File: config.mk
export PLATFORM = sky130hd
export DESIGN_NAME = led_flow_ctrl_flat
export DESIGN_NICKNAME = d
export VERILOG_FILES = /design/src/rtl/led_flow_ctrl_if.sv /design/src/rtl/led_flow_ctrl.sv /design/src/flat_wrapper.sv
export SDC_FILE = /design/constraint.sdc
export NUM_CORES = 1
export LEC_CHECK = 0
export ABC_AREA = 1
export BUFFER_PORTS_ARGS = -buffer_cell sky130_fd_sc_hd__buf_2
export CAP_MARGIN = 20
export CORE_ASPECT_RATIO = 0.8
export CORE_MARGIN = 3
export CORE_UTILIZATION = 50
export CTS_CLUSTER_SIZE = 24
export DETAILED_ROUTE_END_ITERATION = 16
export PLACE_DENSITY = 0.78
export SETUP_SLACK_MARGIN = 0.5
export SYNTH_ARGS = -nofsm -noshare
export SYNTH_HDL_FRONTEND = slang
export SYNTH_SLANG_ARGS = --single-unit
File: constraint.sdc
create_clock -name sys_clk -period 5.95 [get_ports sys_clk]
set_clock_uncertainty 0.15 [all_clocks]
set_input_delay 1.19 -clock sys_clk [delete_from_list [all_inputs] [get_ports sys_clk]]
set_output_delay 1.19 -clock sys_clk [all_outputs]
set_load 0.02 [all_outputs]
File: src/rtl/led_flow_ctrl_if.sv
// ----------------------------------------------------------------------------
// led_flow_ctrl_if
//
// Purpose:
//   Bundles the control and LED-drive signals of the LED pattern engine so
//   the controller side (keys, register block or testbench) and the engine
//   connect through one port.
//
// Parameters:
//   LED_NUM   number of LEDs in the bank
//   PWM_BITS  width of the brightness (duty) value
//
// Signals:
//   mode        2         00 rotate-left, 01 rotate-right, 10 ping-pong, 11 blink-all
//   speed       2         step period divider: STEP_CYCLES >> speed
//   pause       1         1 = freeze step counter and pattern
//   duty        PWM_BITS  brightness, only meaningful in PWM builds
//   led         LED_NUM   registered LED drive, 1 = on
//   step_pulse  1         registered one-cycle marker of each pattern step
//
// Modports:
//   master  drives the controls and observes the LEDs
//   slave   the pattern engine itself
// ----------------------------------------------------------------------------
interface led_flow_ctrl_if #(
    parameter int LED_NUM  = 4,
    parameter int PWM_BITS = 4
);

    logic [1:0]          mode;
    logic [1:0]          speed;
    logic                pause;
    logic [PWM_BITS-1:0] duty;
    logic [LED_NUM-1:0]  led;
    logic                step_pulse;

    // Control source: sets mode/speed/pause/duty, watches the LED bank.
    modport master (
        output mode,
        output speed,
        output pause,
        output duty,
        input  led,
        input  step_pulse
    );

    // Pattern engine: consumes the controls, produces the LED drive.
    modport slave (
        input  mode,
        input  speed,
        input  pause,
        input  duty,
        output led,
        output step_pulse
    );

endinterface

File: src/rtl/led_flow_ctrl.sv
// ----------------------------------------------------------------------------
// led_flow_ctrl
//
// Purpose:
//   LED pattern engine for the board LED bank. Produces rotate-left,
//   rotate-right, ping-pong or blink-all patterns, advancing one step each
//   time a programmable-period tick expires. The tick period can be sped up
//   at runtime (x1/x2/x4/x8) and the whole engine can be paused.
//
// Parameters:
//   LED_NUM      number of LEDs driven (>= 2)
//   STEP_CYCLES  sys_clk cycles per step at speed = 0 (>= 16)
//   PWM_BITS     brightness counter width (PWM builds only)
//
// Ports:
//   sys_clk    in   system clock, all logic on its rising edge
//   sys_rst_n  in   asynchronous active-low reset
//   bus        slave side of led_flow_ctrl_if:
//                 mode, speed, pause, duty in; led, step_pulse out
//
// Build option:
//   LED_FLOW_PWM_EN  when defined, a free-running PWM counter gates the LEDs
//                    by 'duty'. led then lags the internal pattern by one
//                    cycle and step_pulse is delayed by one cycle to match.
//                    When undefined, 'duty' is ignored and no PWM logic exists.
// ----------------------------------------------------------------------------
module led_flow_ctrl #(
    parameter int LED_NUM     = 4,
    parameter int STEP_CYCLES = 25_000_000,
    parameter int PWM_BITS    = 4
) (
    input logic             sys_clk,
    input logic             sys_rst_n,
    led_flow_ctrl_if.slave  bus
);

    // Counter is sized to hold STEP_CYCLES-1, the largest terminal count.
    localparam int CNT_W = $clog2(STEP_CYCLES);

    localparam logic [CNT_W-1:0]   CNT_ONE        = CNT_W'(1);
    localparam logic [31:0]        STEP_CYCLES_32 = 32'(STEP_CYCLES);
    localparam logic [LED_NUM-1:0] PAT_LSB        = LED_NUM'(1);
    localparam logic [LED_NUM-1:0] PAT_MSB        = {1'b1, {(LED_NUM-1){1'b0}}};
    localparam logic [LED_NUM-1:0] PAT_ALL        = {LED_NUM{1'b1}};

    typedef enum logic [1:0] {
        MODE_ROL   = 2'b00,
        MODE_ROR   = 2'b01,
        MODE_PING  = 2'b10,
        MODE_BLINK = 2'b11
    } mode_e;

    typedef enum logic {
        DIR_UP   = 1'b0,
        DIR_DOWN = 1'b1
    } dir_e;

    // Parameter sanity checks, caught at elaboration time.
    if (LED_NUM < 2) begin : g_bad_led_num
        $error("led_flow_ctrl: LED_NUM must be >= 2");
    end
    if (STEP_CYCLES < 16) begin : g_bad_step_cycles
        $error("led_flow_ctrl: STEP_CYCLES must be >= 16");
    end

    logic [CNT_W-1:0]   cnt_q, cnt_d;
    logic [LED_NUM-1:0] pattern_q, pattern_d;
    dir_e               dir_q, dir_d;
    mode_e              mode_q, mode_d;
    mode_e              mode_in;
    logic [31:0]        term;
    logic               step_fire;
    logic [LED_NUM-1:0] shifted;
    logic [LED_NUM-1:0] led_q;
    logic               step_pulse_q;

    assign mode_in = mode_e'(bus.mode);

    // Step tick generation. The terminal count shrinks as speed rises; the
    // >= compare means that if speed jumps up while cnt is already past the
    // new terminal, the step fires on the very next edge instead of the
    // counter running all the way round. Pause blocks the step entirely.
    always_comb begin
        term      = (STEP_CYCLES_32 >> bus.speed) - 32'd1;
        step_fire = ~bus.pause & (32'(cnt_q) >= term);
    end

    // Next count: clear on a step, otherwise increment while running, and
    // hold while paused so that resuming continues from the same point.
    always_comb begin
        cnt_d = cnt_q;
        if (!bus.pause) begin
            if (step_fire) begin
                cnt_d = '0;
            end else begin
                cnt_d = cnt_q + CNT_ONE;
            end
        end
    end

    // Pattern next-state logic. The mode input is only looked at on a step.
    // A changed mode re-seeds the pattern and applies no shift on that step;
    // an unchanged mode advances the pattern by one position. For ping-pong
    // the direction flips on the step that lands on an end LED, so each end
    // is lit exactly once per pass.
    always_comb begin
        pattern_d = pattern_q;
        dir_d     = dir_q;
        mode_d    = mode_q;
        shifted   = pattern_q;

        if (step_fire) begin
            if (mode_in != mode_q) begin
                mode_d = mode_in;
                case (mode_in)
                    MODE_ROL, MODE_PING: begin
                        pattern_d = PAT_LSB;
                        dir_d     = DIR_UP;
                    end
                    MODE_ROR:   pattern_d = PAT_MSB;
                    MODE_BLINK: pattern_d = PAT_ALL;
                    default:    pattern_d = PAT_LSB;
                endcase
            end else begin
                case (mode_q)
                    MODE_ROL: begin
                        pattern_d = {pattern_q[LED_NUM-2:0], pattern_q[LED_NUM-1]};
                    end
                    MODE_ROR: begin
                        pattern_d = {pattern_q[0], pattern_q[LED_NUM-1:1]};
                    end
                    MODE_PING: begin
                        if (dir_q == DIR_UP) begin
                            shifted = {pattern_q[LED_NUM-2:0], 1'b0};
                        end else begin
                            shifted = {1'b0, pattern_q[LED_NUM-1:1]};
                        end
                        pattern_d = shifted;
                        if (shifted[LED_NUM-1]) begin
                            dir_d = DIR_DOWN;
                        end else if (shifted[0]) begin
                            dir_d = DIR_UP;
                        end
                    end
                    MODE_BLINK: begin
                        pattern_d = ~pattern_q;
                    end
                    default: begin
                        pattern_d = pattern_q;
                    end
                endcase
            end
        end
    end

    // Core state registers: tick counter, pattern, ping-pong direction and
    // the last mode that was applied. Reset puts the engine in rotate-left
    // with bit0 lit.
    always_ff @(posedge sys_clk or negedge sys_rst_n) begin
        if (!sys_rst_n) begin
            cnt_q     <= '0;
            pattern_q <= PAT_LSB;
            dir_q     <= DIR_UP;
            mode_q    <= MODE_ROL;
        end else begin
            cnt_q     <= cnt_d;
            pattern_q <= pattern_d;
            dir_q     <= dir_d;
            mode_q    <= mode_d;
        end
    end

`ifdef LED_FLOW_PWM_EN

    logic [PWM_BITS-1:0] pwm_cnt_q;
    logic                pwm_on;
    logic                step_dly_q;

    // Brightness gate. All-ones duty is forced fully on, since the compare
    // alone would leave the LEDs dark for one slot out of every wrap.
    assign pwm_on = (pwm_cnt_q < bus.duty) | (&bus.duty);

    // PWM output stage. The LEDs are driven from the registered pattern, so
    // they lag it by one cycle; step_pulse goes through an extra flop so it
    // still lines up with the first cycle showing the new pattern.
    always_ff @(posedge sys_clk or negedge sys_rst_n) begin
        if (!sys_rst_n) begin
            pwm_cnt_q    <= '0;
            step_dly_q   <= 1'b0;
            step_pulse_q <= 1'b0;
            led_q        <= PAT_LSB;
        end else begin
            pwm_cnt_q    <= pwm_cnt_q + PWM_BITS'(1);
            step_dly_q   <= step_fire;
            step_pulse_q <= step_dly_q;
            led_q        <= pattern_q & {LED_NUM{pwm_on}};
        end
    end

`else

    // Without the PWM stage the duty input has no consumer; it is folded
    // into a single unused bit so it stays visibly accounted for.
    logic unused_duty;
    assign unused_duty = ^bus.duty;

    // Plain output stage. The LEDs take the new pattern on the same edge as
    // the step, and step_pulse marks that first cycle.
    always_ff @(posedge sys_clk or negedge sys_rst_n) begin
        if (!sys_rst_n) begin
            step_pulse_q <= 1'b0;
            led_q        <= PAT_LSB;
        end else begin
            step_pulse_q <= step_fire;
            led_q        <= pattern_d;
        end
    end

`endif

    assign bus.led        = led_q;
    assign bus.step_pulse = step_pulse_q;

endmodule

File: src/flat_wrapper.sv
// flat-port wrapper written by rule: the top's interface ports become plain ports
module led_flow_ctrl_flat 
#(
    parameter int LED_NUM     = 4,
    parameter int STEP_CYCLES = 25_000_000,
    parameter int PWM_BITS    = 4
)
  (sys_clk, sys_rst_n, bus_mode, bus_speed, bus_pause, bus_duty, bus_led, bus_step_pulse);
  led_flow_ctrl_if #(.LED_NUM(LED_NUM), .PWM_BITS(PWM_BITS)) bus_i ();
  input logic sys_clk;
  input logic sys_rst_n;
  input wire logic [$bits(bus_i.mode)-1:0] bus_mode;
  input wire logic [$bits(bus_i.speed)-1:0] bus_speed;
  input wire logic [$bits(bus_i.pause)-1:0] bus_pause;
  input wire logic [$bits(bus_i.duty)-1:0] bus_duty;
  output wire logic [$bits(bus_i.led)-1:0] bus_led;
  output wire logic [$bits(bus_i.step_pulse)-1:0] bus_step_pulse;
  assign bus_i.mode = bus_mode;
  assign bus_i.speed = bus_speed;
  assign bus_i.pause = bus_pause;
  assign bus_i.duty = bus_duty;
  assign bus_led = bus_i.led;
  assign bus_step_pulse = bus_i.step_pulse;
  led_flow_ctrl #(.LED_NUM(LED_NUM), .STEP_CYCLES(STEP_CYCLES), .PWM_BITS(PWM_BITS)) u_core (.sys_clk(sys_clk), .sys_rst_n(sys_rst_n), .bus(bus_i));
endmodule
==> impl_results.md <==
* Status: complete, no violations
* Synth Flop Type: dfrtp_1
* Row count at 21
* Synth Register Bits at 33
* Post-CTS sizing at 0
* Switching share of power at 39.3%
* Clock latency on the worst-skew pair at ~0.29 ns
* Share of power burned in registers at 42.5%
* Slowest stage delay, CP at 0.59 ns
* Setup crit start kind: input port
* Final hold violation count at 0
* CP most frequent cell: nand2_1
* Clock tree sinks at 33
* Global-route wire length before repair at 9380 µm
* Setup WS pre-CTS at about 2.2 ns
* Initial antenna violation count at 0
* Die X at 82.7 µm
* Via count at 2127
* Maximum VDD drop at 146 µV
* Commonest non-fill, non-tap cell in the layout: nand2_1
* Actual slew at the worst max-slew pin at 0.748 ns
* WP buf/inv at 4
* Setup CP Type: in -> reg
* Max_slew headroom at between 50% and 60%
* Layout cell share with drive strength beyond 1 at 10.7%
* # diodes at 0
* Post-Synthesis Cells at between 300 and 400
* Clock Path Buffers at 2
* Routed WL at 5350 µm
* HPWL Detailed at ~4000 µm
* EDFF count, synth at 0
* Synth Cell Area at 2360 µm²
* Slowest-stage cell, CP: a21oi_2
* I/O pin total at 16
* Max Transition Viols Final at 0
* Post-DRT Antenna Nets at 0
* Yosys cell types at 33
* CP delay by family, top: simple AND/OR/NAND/NOR gates
* Clock Pin Slew Worst Setup and Hold Paths at 0.07 ns
* Residual DRC count at 0
* Avg WL per Cell at around 14 µm
* Internal Pwr Total at 0.455 mW
* RSZ-0062 raised after global routing: no
* CTS Hold Bufs at 0
* Mapped Avg Cell Area at ~7.3 µm²
* CP endpoint kind: register
* Psw at a little under 0.3 mW
* Setup TNS at 0 ns
* Worst Path Required at 6.03 ns
* Nets at approximately 370
* Htree depth at 2
* Final worst-path cycle share at 58.7%
* Largest net degree at the start of global routing at 34
* Total congestion overflow at 0
* Cell Pwr Density at 292 nW/µm²
* Final setup margin at between 2 and 2.5 ns
* GRT Util Overall at 22.1%
* Worst EP arrival at 3.58 ns
* Fmax achieved at roughly 0.29 GHz
* Clock power frac at 25.4%
* Die Y at 67.4 µm
* DR vias/cell at 5.38
* Inserted Clock Buffers at 5
* Core area at 4360 µm²
* Drt pass-1 iters at 4
* IO buf count at 11
* Synth Net Count at 352
* Synth warn at 0
* Min-Delay Path Class: reg -> reg
* Crit path cell chain: buf_2 > inv_1 > nor2_1 > inv_1 > ha_1 > nand2_1 > nor4_1 > nand2_1 > a21oi_2 > buf_4 > nand4_1 > nand2_1
* Crit path max fanout at 18
* Static leakage at 1.30 nW
* Post-synthesis sequential area ratio at 35.1%
* Post-route minimum period at 3.49 ns
* Layout Utilization at about three fifths
* Final Power at 0.750 mW
* # Max-Cap Violations at 0
* Most frequent cells in the layout: 88 x nand2_1, 43 x inv_1, 38 x nor2_1
* Synth-to-Final Area Change at 9.19%
* Post-route insts no fill at a little under 400
* Number of global-route vias before repair at 2039
* Routability-driven placement congestion ratio at a little under 0.9
* Detailed router's first-iteration violation count at 165
* Post-synth ARST share at 100%
* CTS tree: done
* Comb pwr share at about a third
* Clk root buf: clkbuf_8
* Initial Util at 54.0%
* # setup viols final at 0
* Setup bufs post-CTS at 0
* Placed Instances at 387
* Die area at 5580 µm²
-- cells by family after synthesis --
logic type / after synthesis / share of synthesized area [%]
and+or+nand+nor: 173 / 33.6
buffers and inverters: 48 / 7.86
AOI/OAI and AO/OA: 37 / 9.08
DFF: 33 / 35.1
adders and majority gates: 19 / 10.1
xor gates and xnor gates: 11 / 4.09
other: 1 / 0.159
-- cell type report --
class	instances	area, µm²
Inverter	44	166
Multi-Input combinational cell	241	1340
Clock buffer	7	96.3
Tap cell	57	71.3
Timing Repair Buffer	12	62.6
Fill cell	424	1790
Sequential cell	33	827
Clock inverter	1	5.00
-- path summary, 6_finish.rpt --
check / startpoint / end / slack (ns) / cells after the start
max in group asynchronous: sys_rst_n / u_core.cnt_q[2] / 4.36 / 1
min reg2reg: u_core.cnt_q[21] / u_core.cnt_q[21] / 0.39 / 2
max reg2reg: u_core.cnt_q[15] / u_core.dir_q / 3.23 / 12
max: bus_speed[0] / u_core.dir_q / 2.46 / 12
min: u_core.cnt_q[21] / u_core.cnt_q[21] / 0.39 / 2
min in group asynchronous: sys_rst_n / u_core.cnt_q[16] / 0.81 / 1
-- tightest hold or removal path: cells and delay by family (launching register included) --
| kind | cells | cell delay [ns] |
|---|---|---|
| buffers and inverters | 1 | 0.06 |
| AOI/OAI and AO/OA | 1 | 0.05 |
| DFF | 1 | 0.40 |
-- synth_stat cells, types with 2 or more instances --
master    count  area (µm²)
a21oi_1      13        65.1
buf_2         3        15.0
dfrtp_1      32         801
ha_1         19         238
inv_1        43         161
nand2_1      88         330
nand2_2       2        12.5
nand3_1      18        90.1
nand4_1       5        31.3
nor2_1       38         143
nor3_1        9        45.0
nor3_2        2        20.0
nor3_4        2        32.5
nor3b_1       2        15.0
o21ai_0      15        75.1
o21bai_1      3        22.5
o221ai_1      2        17.5
or2_2         2        12.5
xnor2_1       3        26.3
xor2_1        8        70.1
-- power groups by stage --
stage / sequential, mW / clock [mW] / combinational (mW)
floorplan: 0.325 / 0 / 0.161
global placement: 0.319 / 0 / 0.226
detailed placement: 0.321 / 0 / 0.236
CTS: 0.318 / 0.193 / 0.237
global route: 0.326 / 0.204 / 0.279
finish: 0.319 / 0.191 / 0.240
-- metal layers --
layer  GRT usage (%)  routed length [µm]  vias to the layer above
li1                -                   -                     1074
met1            33.0                2700                      990
met2            32.2                2300                       57
met3            4.53                 308                        6
met4            6.33                  40                        0
met5               0                   0                        -
-- state kept, by name (all words and copies together), names as in the netlist --
name	cells
u_core.pattern_q	4
u_core.mode_q	2
u_core.dir_q	1
u_core.cnt_q	25
u_core.bus.step_pulse	1
-- through the flow --
step	cell area [µm²]	hold slack, ns
after global routing	2570	0.433
after CTS	2570	0.399
after floorplan	2360	0.342
after global placement	2470	0.366
final	2570	0.395
after detailed placement	2470	0.382
Power figures use the tool's default switching activity.
